### src/rtl/fifo_write_arbiter.sv
// Round-robin arbiter sharing one FIFO write port among NUM_REQ valid/ready requesters.
// Define FIFO_ARB_BURST_EN to hold a grant for up to MAX_BURST consecutive beats.
module fifo_write_arbiter #(
  parameter int DATA_WIDTH = 32,
  parameter int NUM_REQ    = 4,
  parameter int MAX_BURST  = 4
) (
  input  logic                          clk,
  input  logic                          rst,
  input  logic [NUM_REQ-1:0]            req_valid,
  input  logic [NUM_REQ*DATA_WIDTH-1:0] req_data,
  output logic [NUM_REQ-1:0]            req_ready,
  output logic [NUM_REQ-1:0]            grant,
  output logic [DATA_WIDTH-1:0]         fifo_data_in,
  output logic                          fifo_write_enable,
  input  logic                          fifo_full
);
  localparam int IDX_W = (NUM_REQ > 1) ? $clog2(NUM_REQ) : 1;

  if (NUM_REQ < 2 || NUM_REQ > 16) begin : g_bad_num_req
    $error("fifo_write_arbiter: NUM_REQ must be 2..16");
  end
  if (MAX_BURST < 1 || MAX_BURST > 256) begin : g_bad_max_burst
    $error("fifo_write_arbiter: MAX_BURST must be 1..256");
  end

  typedef enum logic {IDLE, BUSY} state_t;

  state_t             state_q, state_d;
  logic [NUM_REQ-1:0] grant_q, grant_d;
  logic [IDX_W-1:0]   last_q, last_d;

  logic               busy, vld_g, beat, last_beat, release_now;
  logic               win_found;
  logic [IDX_W-1:0]   win_idx;
  logic [IDX_W:0]     cand;

  // Round-robin search from last_q+1, wrapping; last_q itself is checked last.
  always_comb begin
    win_found = 1'b0;
    win_idx   = last_q;
    cand      = '0;
    for (int k = 1; k <= NUM_REQ; k++) begin
      cand = {1'b0, last_q} + (IDX_W+1)'(k);
      if (cand >= (IDX_W+1)'(NUM_REQ)) cand = cand - (IDX_W+1)'(NUM_REQ);
      if (!win_found && req_valid[cand[IDX_W-1:0]]) begin
        win_found = 1'b1;
        win_idx   = cand[IDX_W-1:0];
      end
    end
  end

  // Ready and write gating are purely combinational on grant and full.
  always_comb begin
    busy         = (state_q == BUSY);
    vld_g        = |(req_valid & grant_q);
    req_ready    = '0;
    fifo_data_in = '0;
    if (busy && !fifo_full) req_ready = grant_q;
    for (int i = 0; i < NUM_REQ; i++) begin
      if (grant_q[i]) fifo_data_in = req_data[i*DATA_WIDTH +: DATA_WIDTH];
    end
    fifo_write_enable = busy && vld_g && !fifo_full;
  end

  assign grant       = grant_q;
  assign beat        = fifo_write_enable;
  assign release_now = busy && (!vld_g || (beat && last_beat));

`ifdef FIFO_ARB_BURST_EN
  localparam int CNT_W = $clog2(MAX_BURST) + 1;
  logic [CNT_W-1:0] beat_cnt_q, beat_cnt_d;

  assign last_beat = (beat_cnt_q == CNT_W'(MAX_BURST - 1));

  always_comb begin
    beat_cnt_d = beat_cnt_q;
    if (release_now)  beat_cnt_d = '0;
    else if (beat)    beat_cnt_d = beat_cnt_q + CNT_W'(1);
  end

  always_ff @(posedge clk or posedge rst) begin
    if (rst) beat_cnt_q <= '0;
    else     beat_cnt_q <= beat_cnt_d;
  end
`else
  assign last_beat = 1'b1;
`endif

  // Release re-arbitrates in the same edge so back-to-back grants have no bubble.
  always_comb begin
    state_d = state_q;
    grant_d = grant_q;
    last_d  = last_q;
    if (!busy || release_now) begin
      if (win_found) begin
        state_d = BUSY;
        grant_d = NUM_REQ'(1) << win_idx;
        last_d  = win_idx;
      end else begin
        state_d = IDLE;
        grant_d = '0;
      end
    end
  end

  always_ff @(posedge clk or posedge rst) begin
    if (rst) begin
      state_q <= IDLE;
      grant_q <= '0;
      last_q  <= IDX_W'(NUM_REQ - 1);
    end else begin
      state_q <= state_d;
      grant_q <= grant_d;
      last_q  <= last_d;
    end
  end
endmodule

### config.mk
export PLATFORM = sky130hd
export DESIGN_NAME = fifo_write_arbiter
export DESIGN_NICKNAME = d
export VERILOG_FILES = /design/src/rtl/fifo_write_arbiter.sv
export SDC_FILE = /design/constraint.sdc
export NUM_CORES = 1
export LEC_CHECK = 0
export BUFFER_PORTS_ARGS = -buffer_cell sky130_fd_sc_hd__buf_2
export CAP_MARGIN = 10
export CORE_AREA = 10 10 82 84
export DETAILED_ROUTE_END_ITERATION = 10
export DIE_AREA = 0 0 92 94
export GPL_ROUTABILITY_DRIVEN = 0
export PLACE_DENSITY = 0.79
export REMOVE_ABC_BUFFERS = 1
export SETUP_SLACK_MARGIN = 0.4
export SLEW_MARGIN = 20
export SYNTH_ARGS = -nofsm -noshare
export SYNTH_HDL_FRONTEND = slang
export SYNTH_SLANG_ARGS = --single-unit
### constraint.sdc
create_clock -name clk -period 1.6 [get_ports clk]
set_clock_uncertainty 0.15 [all_clocks]
set_input_delay 0.08 -clock clk [delete_from_list [all_inputs] [get_ports clk]]
set_output_delay 0.08 -clock clk [all_outputs]
set_load 0.05 [all_outputs]
# Yosys cells after proc, flatten, opt, wreduce, memory -nomap -nowiden
# Cells that the tools add are included.
[op_classes]
n_reduce_logical = 17
bitwise = 1
shift = 1
order_cmp = 8
mux = 27
n_addsub = 8
[ops]
columns = ["operator", "count"]
rows = [
  ["$mux W32", 4],
  ["$mux W2", 8],
  ["$ge A3 B3 Y1 const B", 4],
  ["$lt A2 B3 Y1 const B", 4],
  ["$mux W1", 9],
  ["$bmux W1 S2", 4],
  ["$mux W4", 2],
  ["$sub A2 B1 Y2 const B", 4],
  ["$logic_and A1 B1 Y1", 7],
  ["$add A2 B2 Y3 const B", 2],
  ["$logic_not A1 Y1", 6],
  ["$and A4 B4 Y4", 1],
  ["$reduce_or A4 Y1", 1],
  ["$shl A1 B2 Y4 const A", 1],
  ["$add A2 B1 Y3 const B", 1],
  ["$add A2 B3 Y3 const B", 1],
  ["$logic_or A1 B1 Y1", 2],
  ["$reduce_and A2 Y1", 1],
]
[totals]
word_cells = 65
regBits = 7
input_bits = 135
output_inout_bits = 41

# Longest topological paths before layout
# Gate-level depths: netlist of the first run.
[depth]
word_depth = 17
ltp_mapped = 5
ltp_nobuf = 4

# Worst setup path after synthesis of the first run
# OpenSTA, ideal clock, no wires.
[synth_timing]
kind = "register -> output"
from = "register grant_q[1], in the netlist grant[1]"
to = "output port fifo_data_in[11]"
t_arrival_ns = 2.503
stages_incl_launch_ff = 5
path_buffers = 2
path_slack_ns = -1.133
path_cell_list = "dfrtp_1 > buf_2 > clkbuf_1 > a221oi_1 > o31ai_1"
[synth_between]
elab_chain_cells = 3
[synth_rtl]
columns = ["item", "line", "text"]
rows = [
  ["start: declaration", "30", "logic [NUM_REQ-1:0] grant_q, grant_d;"],
  ["start signal: assignment", "114", "grant_q <= grant_d;"],
  ["$mux W32 (3 in series)", "61", "if (grant_q[i]) fifo_data_in = req_data[i*DATA_WIDTH +: DATA_WIDTH];"],
  ["end: declaration", "14", "output logic [DATA_WIDTH-1:0] fifo_data_in,"],
]
# Every way passes these cells.

# Worst setup path in the final report of the first run
[layout_timing]
from = "register grant_q[1], in the netlist grant[1]"
to = "output port fifo_data_in[0]"
# The elaborated chain is that of the path after synthesis.

==> qor.csv, run 1 <==
stage,metric,value,unit
status,outcome,"finished, violations left",
status,violations in the final reports,setup timing,
cts,clock tree from TritonCTS,yes,
floorplan,I/O pin count,176,
sta,share of the clock period used by the worst path,113.7,%
sta,final period demand of the worst path,1.820,ns
floorplan,standard-cell rows,26,
synth,post-synthesis area per instance,6.902,sq um
cts,root buf cell,sky130_fd_sc_hd__clkbuf_8,
placement,standard cell area after detailed placement,2485,sq um
cells_and_area,area used by multi-input combinational logic,1343,sq um
cells_and_area,layout overhead on the synthesized area,110.1,%
floorplan,Die H,94,um
floorplan,overall die width,92,um
global_routing,number of antenna violations at the first check in global routing,0,
setup_path,Critical Path RT,1.37,ns
sta,worst slew margin relative to its limit,75.68,%
global_routing,wire length of the first global-routing pass,13080,um
sta,final number of setup-violating endpoints,36,
cells_and_area,Register Area,181.4,sq um
synth,share of flip-flops with an asynchronous set or reset after synthesis,100.0,%
cts,CTS sink cnt,7,
sta,hold violation total from the final report,0,
placement,Detail Placement HPWL,6322,um
placement,Port Buffers,175,
cells_and_area,final net count,528,
setup_path,cell depth of the worst flop-to-flop path,6,
setup_path,"Data arrival, critical path",1.59,ns
global_routing,number of global-route vias before repair,2503,
setup_path,register-to-register setup slack,-0.10,ns
worst_hold_path,Tightest Hold Check Type,in -> reg,
synth,primary flip-flop cell chosen by synthesis mapping,sky130_fd_sc_hd__dfrtp_1,
sta,Max Slew Vio Count,0,
synth,number of distinct library cell variants in the gate-level netlist after synthesis,31,
synth,portion of synthesized cell area occupied by the leading cell type,18.47,%
detailed_routing,vias per std cell,5.418,
global_routing,total grt overflow,0,
detailed_routing,DRC violations left,0,
cts,clock-pin slew on the worst setup and hold paths,0.04,ns
worst_hold_path,worst hold stages,3,
worst_hold_path,hold-critical path endpoint,grant[0],
cells_and_area,Filler Cell Count,440,
synth,warnings from Yosys,0,
sta,min setup slack post-route,-0.2196,ns
setup_path,launch instance of the worst register-to-register path,grant[3],
cts,Max Root-Sink Buffers,2,
global_routing,global-route usage over all layers,17.98,%
power,Cell Pwr Density,2512,nW/um^2
synth,post-synthesis cell count,213,
setup_path,nature of the critical path endpoint,output port,
synth,number of register bits inferred by synthesis,7,
setup_path,startpoint types,flip-flop,
synth,sequential share of the synthesized area,12.09,%
synth,largest area contributor in the synthesized netlist,sky130_fd_sc_hd__a221oi_1,
synth,cell with the most instances after synthesis,sky130_fd_sc_hd__nand2_1,
detailed_routing,first-pass detailed-route iteration total,4,
synth,list of most frequent post-synthesis cells,"sky130_fd_sc_hd__nand2_1 (41), sky130_fd_sc_hd__nor2b_1 (33), sky130_fd_sc_hd__a221oi_1 (31), sky130_fd_sc_hd__o31ai_1 (31), sky130_fd_sc_hd__clkbuf_1 (13)",
detailed_routing,Via Count,2503,
power,Leak Pwr,1.474,nW
cts,CTS buffer count,3,
detailed_routing,DRT Wirelength,8763,um
power,total power draw,0.007760,W
cts,Worst-Skew Late Latency,0.23,ns
cells_and_area,number of antenna cells inserted,0,
placement,number of cells after detailed placement,446,
cts,number of H-tree branching levels,1,
sta,RSZ-0062 raised after global routing,true,
synth,synthesized cell area,1470,sq um
job,Max Cap Viol,0,
power,maximum VDD drop,1.432,mV
global_routing,pin count of the biggest net entering global routing,34,
cells_and_area,"Cell Count, Final, Fillers Out",462,
setup_path,critical path start-end classification,reg -> out,
floorplan,effective utilization at floorplan,28.97,%
setup_path,terminus of the critical flop-to-flop path,last_q[0],
worst_hold_path,Hold Startpoint,req_valid[0],
cells_and_area,cell area after layout,3089,sq um
setup_path,highest net fanout along the worst path,21,
cells_and_area,Util after Layout,60.87,%
synth,number of synthesized flops with an enable pin,0,
detailed_routing,per-cell routed wire length,18.97,um
floorplan,Die Footprint,8648,sq um
cells_and_area,fraction of layout instances using a drive strength above 1,61.73,%
floorplan,placeable core region,5075,sq um
detailed_routing,antenna-violating nets left,0,
sta,slew at the pin with the worst max-slew slack,0.3610,ns
sta,timing-limited maximum frequency,549.6,MHz
synth,main area contributors after synthesis,"sky130_fd_sc_hd__a221oi_1 (18%), sky130_fd_sc_hd__o31ai_1 (16%), sky130_fd_sc_hd__nor2b_1 (14%)",
detailed_routing,drt first-iter violations,96,
sequential cells by signal (all words and copies together), names as in the netlist:
name / flops
last_q: 2
grant: 4
busy: 1
routing by layer:
layer | vias up | routed length [um] | track usage (%)
li1 | 1173 | - | -
met3 | 15 | 931 | 6.235
met4 | 0 | 174 | 4.370
met5 | - | 0 | 0
met2 | 152 | 4459 | 32.71
met1 | 1163 | 3197 | 19.48
where the power goes:
part | switching, W | internal, W | leakage, nW
combinational | 0.00440 | 0.00272 | 1.37
clock | 0.0000795 | 0.000173 | 0.0228
sequential | 0.000107 | 0.000275 | 0.0782
worst max-delay path, cell delays in order (launching register included):
cell and delay [ns]:
sky130_fd_sc_hd__dfrtp_2 0.42, sky130_fd_sc_hd__nor2b_4 0.16, sky130_fd_sc_hd__buf_12 0.18, sky130_fd_sc_hd__a221oi_1 0.09, sky130_fd_sc_hd__o31ai_1 0.25, sky130_fd_sc_hd__buf_4 0.25
through the flow:
step                      hold WS [ns]  setup slack, ns  setup TNS, ns
final                          0.03759          -0.2196         -5.459
after global routing           0.04722          -0.2831         -8.114
after CTS                      0.04643          -0.2356         -5.405
after detailed placement       -0.1176         -0.05401        -0.2046
after global placement         -0.1219         -0.01397       -0.01397
after floorplan                -0.2681           -1.753         -63.90
cell families after synthesis:
family,count (synthesis),synth area share (%)
AO/OA/AOI/OAI,90,48.68
buffers and inverters,29,8.596
flip-flops,7,12.09
multiplexers,2,1.702
AND/OR/NAND/NOR,85,28.94
how the worst max path moves through the flow:
| stage | start | end | slack, ns | cells after the start |
|---|---|---|---|---|
| floorplan | grant[1] | fifo_data_in[0] | -1.75 | 3 |
| CTS | grant[1] | fifo_data_in[11] | -0.24 | 5 |
| finish | grant[1] | fifo_data_in[0] | -0.22 | 5 |
| detailed placement | grant[1] | fifo_data_in[11] | -0.05 | 5 |
| global placement | grant[1] | fifo_data_in[11] | -0.01 | 5 |
| global route | grant[1] | fifo_data_in[0] | -0.28 | 5 |
placed cells by master (no fill, tap or decap), types with 3 or more instances in the layout:
cell type                  count
sky130_fd_sc_hd__clkbuf_8      3
sky130_fd_sc_hd__buf_12        8
sky130_fd_sc_hd__nand2_1      38
sky130_fd_sc_hd__and2_4        3
sky130_fd_sc_hd__nor2b_1      32
sky130_fd_sc_hd__dfrtp_2       3
sky130_fd_sc_hd__a21oi_1       6
sky130_fd_sc_hd__a221oi_1     15
sky130_fd_sc_hd__o21ai_1       3
sky130_fd_sc_hd__buf_2       134
sky130_fd_sc_hd__buf_4        36
sky130_fd_sc_hd__nor2_1        3
sky130_fd_sc_hd__o31ai_1      29
sky130_fd_sc_hd__a221oi_2     15
sky130_fd_sc_hd__buf_8         7
sky130_fd_sc_hd__inv_1         4
sky130_fd_sc_hd__buf_6        11
layout make-up:
type,count,share of cell area (%)
clock buffers,4,1.458
inverters,4,0.4860
multi-input cells,177,43.46
flip-flops and latches,7,5.873
well taps,70,2.835
repair buffers,200,45.89
timing repair:
item | CTS | global route
pin swaps | 4 | 7
hold buffers | 1 | 0
setup endpoints to repair | 47 | 47
cloned | 1 | 2
resized for setup | 81 | 38
endpoints found under the hold margin | 7 | 0
buffers inserted | 6 | 2
(Power assumes the default switching activity.)
==> inputs of run 2 (changes only) <==
--- a/config.mk
+++ b/config.mk
@@ -13,7 +13,7 @@
 export GPL_ROUTABILITY_DRIVEN = 0
 export PLACE_DENSITY = 0.79
 export REMOVE_ABC_BUFFERS = 1
-export SETUP_SLACK_MARGIN = 0.4
+export SETUP_SLACK_MARGIN = 0.05
 export SLEW_MARGIN = 20
 export SYNTH_ARGS = -nofsm -noshare
 export SYNTH_HDL_FRONTEND = slang
==> qor.csv, run 2 (synthesis results as in run 1) <==
stage,metric,value,unit,change
status,outcome,"finished, violations left",,
status,violations in the final reports,setup timing,,
global_routing,wire length of the first global-routing pass,12420,um,-5.0%
cells_and_area,number of flip-flops in the largest register,4,,unchanged
cts,clock tree from TritonCTS,yes,,
cells_and_area,fraction of layout instances using a drive strength above 1,57.18,%,-4.6 points
floorplan,I/O pin count,176,,unchanged
detailed_routing,antenna-violating nets left,0,,unchanged
detailed_routing,per-cell routed wire length,17.86,um,-5.8%
sta,final period demand of the worst path,1.831,ns,+0.01114 ns
cells_and_area,number of antenna cells inserted,0,,unchanged
power,switching power as a share of total power,62.06,%,+2.9 points
sta,Max Slew Vio Count,0,,unchanged
sta,hold violation total from the final report,0,,unchanged
floorplan,standard-cell rows,26,,unchanged
cells_and_area,cell area after layout,2763,sq um,-11%
sta,final number of setup-violating endpoints,32,,-11%
worst_hold_path,Tightest Hold Check Type,in -> reg,,
power,Clk pwr share,3.7,%,+0.5 points
setup_path,critical path start-end classification,reg -> out,,
detailed_routing,Via Count,2421,,-3.3%
job,Max Cap Viol,0,,unchanged
placement,standard cell area after detailed placement,2485,sq um,unchanged
placement,Detail Placement HPWL,6322,um,unchanged
cts,CTS buffer count,3,,unchanged
global_routing,total grt overflow,0,,unchanged
floorplan,Die H,94,um,unchanged
power,total power draw,0.006996,W,-9.9%
global_routing,global-route usage over all layers,16.93,%,-1.0 points
power,cell internal pwr,0.002654,W,-16%
setup_path,nature of the critical path endpoint,output port,,
setup_path,startpoint types,flip-flop,,
power,maximum VDD drop,1.535,mV,+7.2%
detailed_routing,DRT Wirelength,8090,um,-7.7%
global_routing,number of antenna violations at the first check in global routing,0,,unchanged
cells_and_area,"most common cell after layout, fill and taps aside",sky130_fd_sc_hd__buf_2,,
cells_and_area,layout overhead on the synthesized area,87.91,%,
cells_and_area,"Cell Count, Final, Fillers Out",453,,-1.9%
cts,Worst-Skew Late Latency,0.23,ns,about the same
cts,number of H-tree branching levels,1,,unchanged
sta,slew at the pin with the worst max-slew slack,0.3232,ns,-0.03773 ns
floorplan,overall die width,92,um,unchanged
power,Leak Pwr,1.334,nW,-9.5%
sta,share of the clock period used by the worst path,114.4,%,+0.70 points
detailed_routing,first-pass detailed-route iteration total,4,,unchanged
cells_and_area,"top library cells by usage in the layout, fill and taps aside","sky130_fd_sc_hd__buf_2 (142), sky130_fd_sc_hd__nand2_1 (41), sky130_fd_sc_hd__buf_4 (34), sky130_fd_sc_hd__nor2b_1 (32), sky130_fd_sc_hd__o31ai_1 (30)",,
power,Cell Pwr Density,2532,nW/um^2,+0.80%
placement,Port Buffers,175,,unchanged
setup_path,Critical Path RT,1.37,ns,about the same
sta,worst slew margin relative to its limit,78.37,%,+2.7 points
cells_and_area,Util after Layout,54.44,%,-6.4 points
sta,RSZ-0062 raised after global routing,true,,
setup_path,"Data arrival, critical path",1.60,ns,about the same
global_routing,number of global-route vias before repair,2458,,-1.8%
floorplan,Die Footprint,8648,sq um,unchanged
cts,clock-pin slew on the worst setup and hold paths,0.04,ns,about the same
detailed_routing,drt first-iter violations,101,,+5.2%
power,Sequential Power Share,5.6,%,+0.7 points
floorplan,effective utilization at floorplan,28.97,%,unchanged
power,Sw Pwr,0.004342,W,-5.4%
placement,number of cells after detailed placement,446,,unchanged
placement,pre-CTS setup slack,-0.05401,ns,unchanged
cts,Max Root-Sink Buffers,2,,unchanged
global_routing,pin count of the biggest net entering global routing,40,,+18%
cells_and_area,final net count,519,,-1.7%
floorplan,placeable core region,5075,sq um,unchanged
cts,root buf cell,sky130_fd_sc_hd__clkbuf_8,,
setup_path,highest net fanout along the worst path,21,,unchanged
sta,timing-limited maximum frequency,546.2,MHz,-0.61%
detailed_routing,DRC violations left,0,,unchanged
power,part of the power in combinational logic,90.7,%,-1.1 points
cells_and_area,Filler Cell Count,482,,+9.5%
sta,min setup slack post-route,-0.2308,ns,-0.01114 ns
detailed_routing,vias per std cell,5.344,,-1.4%
cts,CTS sink cnt,7,,unchanged
-- run 2: cell count changes in the layout (fill, tap and decap cells not counted), sizes merged --
cell    before  now
buf        197  190
clkbuf       6    4
-- run 2: metal layers --
metal  track usage [%]  vias to the layer above  wire length, um
li1                  -                     1149                -
met2             30.88                      151             4081
met4             3.856                        0              133
met3             4.876                       15              776
met1             18.94                     1106             3098
met5                 0                        -                0
-- run 2: path summary, 6_finish.rpt --
check	startpoint	depth (start not counted)	slack (ns)	to
min in group asynchronous	rst	3	0.19	grant[1]
worst min register to register	last_q[1]	2	0.45	last_q[1]
worst max-delay path	grant[1]	5	-0.23	fifo_data_in[0]
worst max register to register	grant[1]	5	0.02	last_q[0]
worst min-delay path	req_valid[1]	3	0.05	grant[1]
max in group asynchronous	rst	3	0.82	last_q[0]
-- run 2: repair_timing --
| item | CTS | global route |
|---|---|---|
| pin swaps | 3 | 3 |
| resized for setup | 49 | 13 |
| hold buffers | 1 | 0 |
| endpoints found under the setup margin | 34 | 40 |
| buffers inserted | 2 | 0 |
| endpoints found under the hold margin | 7 | 0 |
| gates cloned | 0 | 0 |
-- run 2: power groups by stage --
stage	Combinational (W)	Clock [W]	Sequential, W
5_1_grt	0.00672	0.000264	0.000410
4_1_cts	0.00626	0.000259	0.000389
2_1_floorplan	0.00366	0	0.000812
3_5_place_dp	0.00568	0	0.000383
3_3_place_gp	0.00560	0	0.000377
6_report	0.00634	0.000256	0.000395
-- run 2: stage by stage --
stage,hold slack [ns],setup TNS (ns)
floorplan,-0.2681,-63.90
global placement,-0.1219,-0.01397
detailed placement,-0.1176,-0.2046
CTS,0.04643,-5.055
global route,0.08370,-7.823
finish,0.04835,-5.204
-- run 2: layout make-up --
type | count | area, sq um | share of cell area (%)
flip-flops and latches | 7 | 181.4 | 6.567
multi-input cells | 177 | 1252 | 45.34
inverters | 4 | 15.01 | 0.5435
well taps | 70 | 87.58 | 3.170
clock buffers | 4 | 45.04 | 1.630
repair buffers | 191 | 1181 | 42.75
-- run 2: worst max-delay path, cell delays in order (launching register included) --
cell	delay [ns]
sky130_fd_sc_hd__dfrtp_2	0.43
sky130_fd_sc_hd__nor2b_4	0.16
sky130_fd_sc_hd__buf_12	0.17
sky130_fd_sc_hd__a221oi_1	0.08
sky130_fd_sc_hd__o31ai_1	0.26
sky130_fd_sc_hd__buf_4	0.26
==> inputs of run 3 (changes only) <==
--- a/config.mk
+++ b/config.mk
@@ -7,11 +7,13 @@
 export LEC_CHECK = 0
 export BUFFER_PORTS_ARGS = -buffer_cell sky130_fd_sc_hd__buf_2
 export CAP_MARGIN = 10
-export CORE_AREA = 10 10 82 84
+export CELL_PAD_IN_SITES_DETAIL_PLACEMENT = 0
+export CELL_PAD_IN_SITES_GLOBAL_PLACEMENT = 1
+export CORE_AREA = 10 10 102 104
 export DETAILED_ROUTE_END_ITERATION = 10
-export DIE_AREA = 0 0 92 94
+export DIE_AREA = 0 0 112 114
 export GPL_ROUTABILITY_DRIVEN = 0
-export PLACE_DENSITY = 0.79
+export PLACE_DENSITY_LB_ADDON = 0.2
 export REMOVE_ABC_BUFFERS = 1
 export SETUP_SLACK_MARGIN = 0.05
 export SLEW_MARGIN = 20
==> qor.csv, run 3 (synthesis results as in run 1) <==
stage,metric,value,unit,change
job,Max Cap Viol,0,,unchanged
sta,hold violation total from the final report,0,,unchanged
setup_path,"Data arrival, critical path",1.66,ns,+0.06 ns
global_routing,wire length of the first global-routing pass,13480,um,+8.5%
sta,hold_ws,0.04093,ns,-0.007422 ns
cts,CTS buffer count,3,,unchanged
cts,Worst-Skew Late Latency,0.23,ns,about the same
sta,timing-limited maximum frequency,529.0,MHz,-3.1%
global_routing,global-route usage over all layers,12.56,%,-4.4 points
power,maximum VDD drop,0.7555,mV,-51%
detailed_routing,DRC violations left,0,,unchanged
cells_and_area,layout overhead on the synthesized area,99.83,%,
setup_path,terminus of the critical flop-to-flop path,last_q[0],,
setup_path,Critical Path RT,1.37,ns,about the same
placement,Detail Placement HPWL,7312,um,+16%
floorplan,I/O pin count,176,,unchanged
setup_path,launch instance of the worst register-to-register path,grant[1],,
setup_path,highest net fanout along the worst path,8,,-62%
status,outcome,"finished, violations left",,
detailed_routing,vias per std cell,4.790,,-10%
floorplan,standard-cell rows,34,,+31%
cts,Max Root-Sink Buffers,2,,unchanged
power,Cell Pwr Density,2492,nW/um^2,-1.6%
cells_and_area,number of flip-flops in the largest register,4,,unchanged
sta,final period demand of the worst path,1.890,ns,+0.05941 ns
cells_and_area,"Cell Count, Final, Fillers Out",496,,+9.5%
placement,Port Buffers,175,,unchanged
floorplan,overall die width,112,um,+22%
floorplan,effective utilization at floorplan,17.37,%,-12 points
cells_and_area,number of antenna cells inserted,0,,unchanged
worst_hold_path,Hold Startpoint,req_valid[1],,
detailed_routing,Via Count,2376,,-1.9%
global_routing,number of global-route vias before repair,2281,,-7.2%
detailed_routing,antenna-violating nets left,0,,unchanged
setup_path,nature of the critical path endpoint,output port,,
cells_and_area,Filler Cell Count,940,,+95%
placement,number of cells after detailed placement,486,,+9.0%
setup_path,register-to-register setup slack,-0.10,ns,-0.12 ns
power,Leak Pwr,1.386,nW,+3.9%
floorplan,placeable core region,8466,sq um,+67%
setup_path,cell depth of the worst flop-to-flop path,6,,+1
sta,min setup slack post-route,-0.2902,ns,-0.05941 ns
detailed_routing,DRT Wirelength,9396,um,+16%
setup_path,startpoint types,flip-flop,,
floorplan,Die H,114,um,+21%
cells_and_area,Util after Layout,34.70,%,-20 points
sta,share of the clock period used by the worst path,118.1,%,+3.7 points
cts,CTS sink cnt,7,,unchanged
cts,clock tree from TritonCTS,yes,,
cts,root buf cell,sky130_fd_sc_hd__clkbuf_8,,
detailed_routing,per-cell routed wire length,18.94,um,+6.1%
global_routing,pin count of the biggest net entering global routing,51,,+28%
sta,worst slew margin relative to its limit,71.25,%,-7.1 points
status,violations in the final reports,setup timing,,
cells_and_area,"top library cells by usage in the layout, fill and taps aside","sky130_fd_sc_hd__buf_2 (139), sky130_fd_sc_hd__nand2_1 (41), sky130_fd_sc_hd__buf_4 (40), sky130_fd_sc_hd__nor2b_1 (32), sky130_fd_sc_hd__o31ai_1 (30)",,
cts,clock-pin slew on the worst setup and hold paths,0.04,ns,about the same
cells_and_area,fraction of layout instances using a drive strength above 1,58.76,%,+1.6 points
setup_path,critical path start-end classification,reg -> out,,
cells_and_area,final net count,524,,+0.96%
sta,Max Slew Vio Count,0,,unchanged
detailed_routing,first-pass detailed-route iteration total,4,,unchanged
worst_hold_path,hold-critical path endpoint,grant[1],,
sta,final number of setup-violating endpoints,35,,+9.4%
cts,number of H-tree branching levels,1,,unchanged
sta,RSZ-0062 raised after global routing,true,,
power,total power draw,0.007321,W,+4.7%
worst_hold_path,worst hold stages,3,,unchanged
global_routing,number of antenna violations at the first check in global routing,0,,unchanged
detailed_routing,drt first-iter violations,183,,+81%
cells_and_area,"most common cell after layout, fill and taps aside",sky130_fd_sc_hd__buf_2,,
global_routing,total grt overflow,0,,unchanged
sta,slew at the pin with the worst max-slew slack,0.4297,ns,+0.1065 ns
worst_hold_path,Tightest Hold Check Type,in -> reg,,
floorplan,Die Footprint,12770,sq um,+48%
==> run 3: changes by cell type in the layout (fill, tap and decap cells not counted) <==
cell / delta
sky130_fd_sc_hd__buf_4: +6
sky130_fd_sc_hd__a221oi_1: -3
sky130_fd_sc_hd__buf_2: -3
sky130_fd_sc_hd__clkbuf_16: +3
sky130_fd_sc_hd__o21ai_0: -3
sky130_fd_sc_hd__o21ai_1: +3
sky130_fd_sc_hd__a221oi_2: +2
sky130_fd_sc_hd__a21oi_1: -1
sky130_fd_sc_hd__a21oi_4: +1
sky130_fd_sc_hd__a221oi_4: +1
sky130_fd_sc_hd__buf_6: -1
sky130_fd_sc_hd__buf_8: -1
sky130_fd_sc_hd__clkbuf_4: +1
==> run 3: area by class of cell <==
type / instances / area (sq um) / share of cell area [%]
multi-input cells: 177 / 1294 / 44.04
inverters: 4 / 15.01 / 0.5111
clock buffers: 4 / 45.04 / 1.533
repair buffers: 196 / 1267 / 43.14
well taps: 108 / 135.1 / 4.600
flip-flops and latches: 7 / 181.4 / 6.175
==> run 3: repair_timing <==
item | in CTS | in global routing
setup buffers | 0 | 1
cloned | 0 | 4
setup endpoints to repair | 36 | 39
resized for setup | 42 | 31
pin swaps | 2 | 5
hold buffers | 1 | 0
hold endpoints to repair | 7 | 0
==> run 3: stage by stage <==
step	TNS, ns	setup WS, ns	cell area, sq um
global placement	-0.02727	-0.01438	2535
CTS	-6.605	-0.2329	2699
finish	-7.627	-0.2902	2938
floorplan	-63.90	-1.753	1359
global route	-11.26	-0.3754	2938
detailed placement	-0.1992	-0.09868	2535
==> run 3: where the power goes <==
group          switching (W)  total, W  internal, W
Clock              0.0000808  0.000254     0.000173
Sequential          0.000120  0.000395     0.000275
Combinational        0.00427   0.00667      0.00240
==> run 3: critical path, stage by stage, from the launching register on <==
cell	delay [ns]
sky130_fd_sc_hd__dfrtp_2	0.41
sky130_fd_sc_hd__nor2b_4	0.24
sky130_fd_sc_hd__clkbuf_16	0.22
sky130_fd_sc_hd__a221oi_1	0.07
sky130_fd_sc_hd__o31ai_1	0.24
sky130_fd_sc_hd__buf_4	0.25
==> run 3: worst max-delay path by stage <==
| stage | slack [ns] | start | to |
|---|---|---|---|
| after detailed placement | -0.1 | grant[1] | fifo_data_in[29] |
| final | -0.29 | grant[1] | fifo_data_in[15] |
| after CTS | -0.23 | grant[1] | fifo_data_in[15] |
| after floorplan | -1.75 | grant[1] | fifo_data_in[0] |
| after global routing | -0.38 | grant[1] | fifo_data_in[31] |
| after global placement | -0.01 | grant[1] | last_q[0] |
==> run 3: metal layers <==
metal	GRT usage, %	vias up	wire length [um]
li1	-	1162	-
met1	15.39	1086	3886
met2	21.72	122	4636
met3	3.780	6	790
met4	1.607	0	82
met5	0	-	0
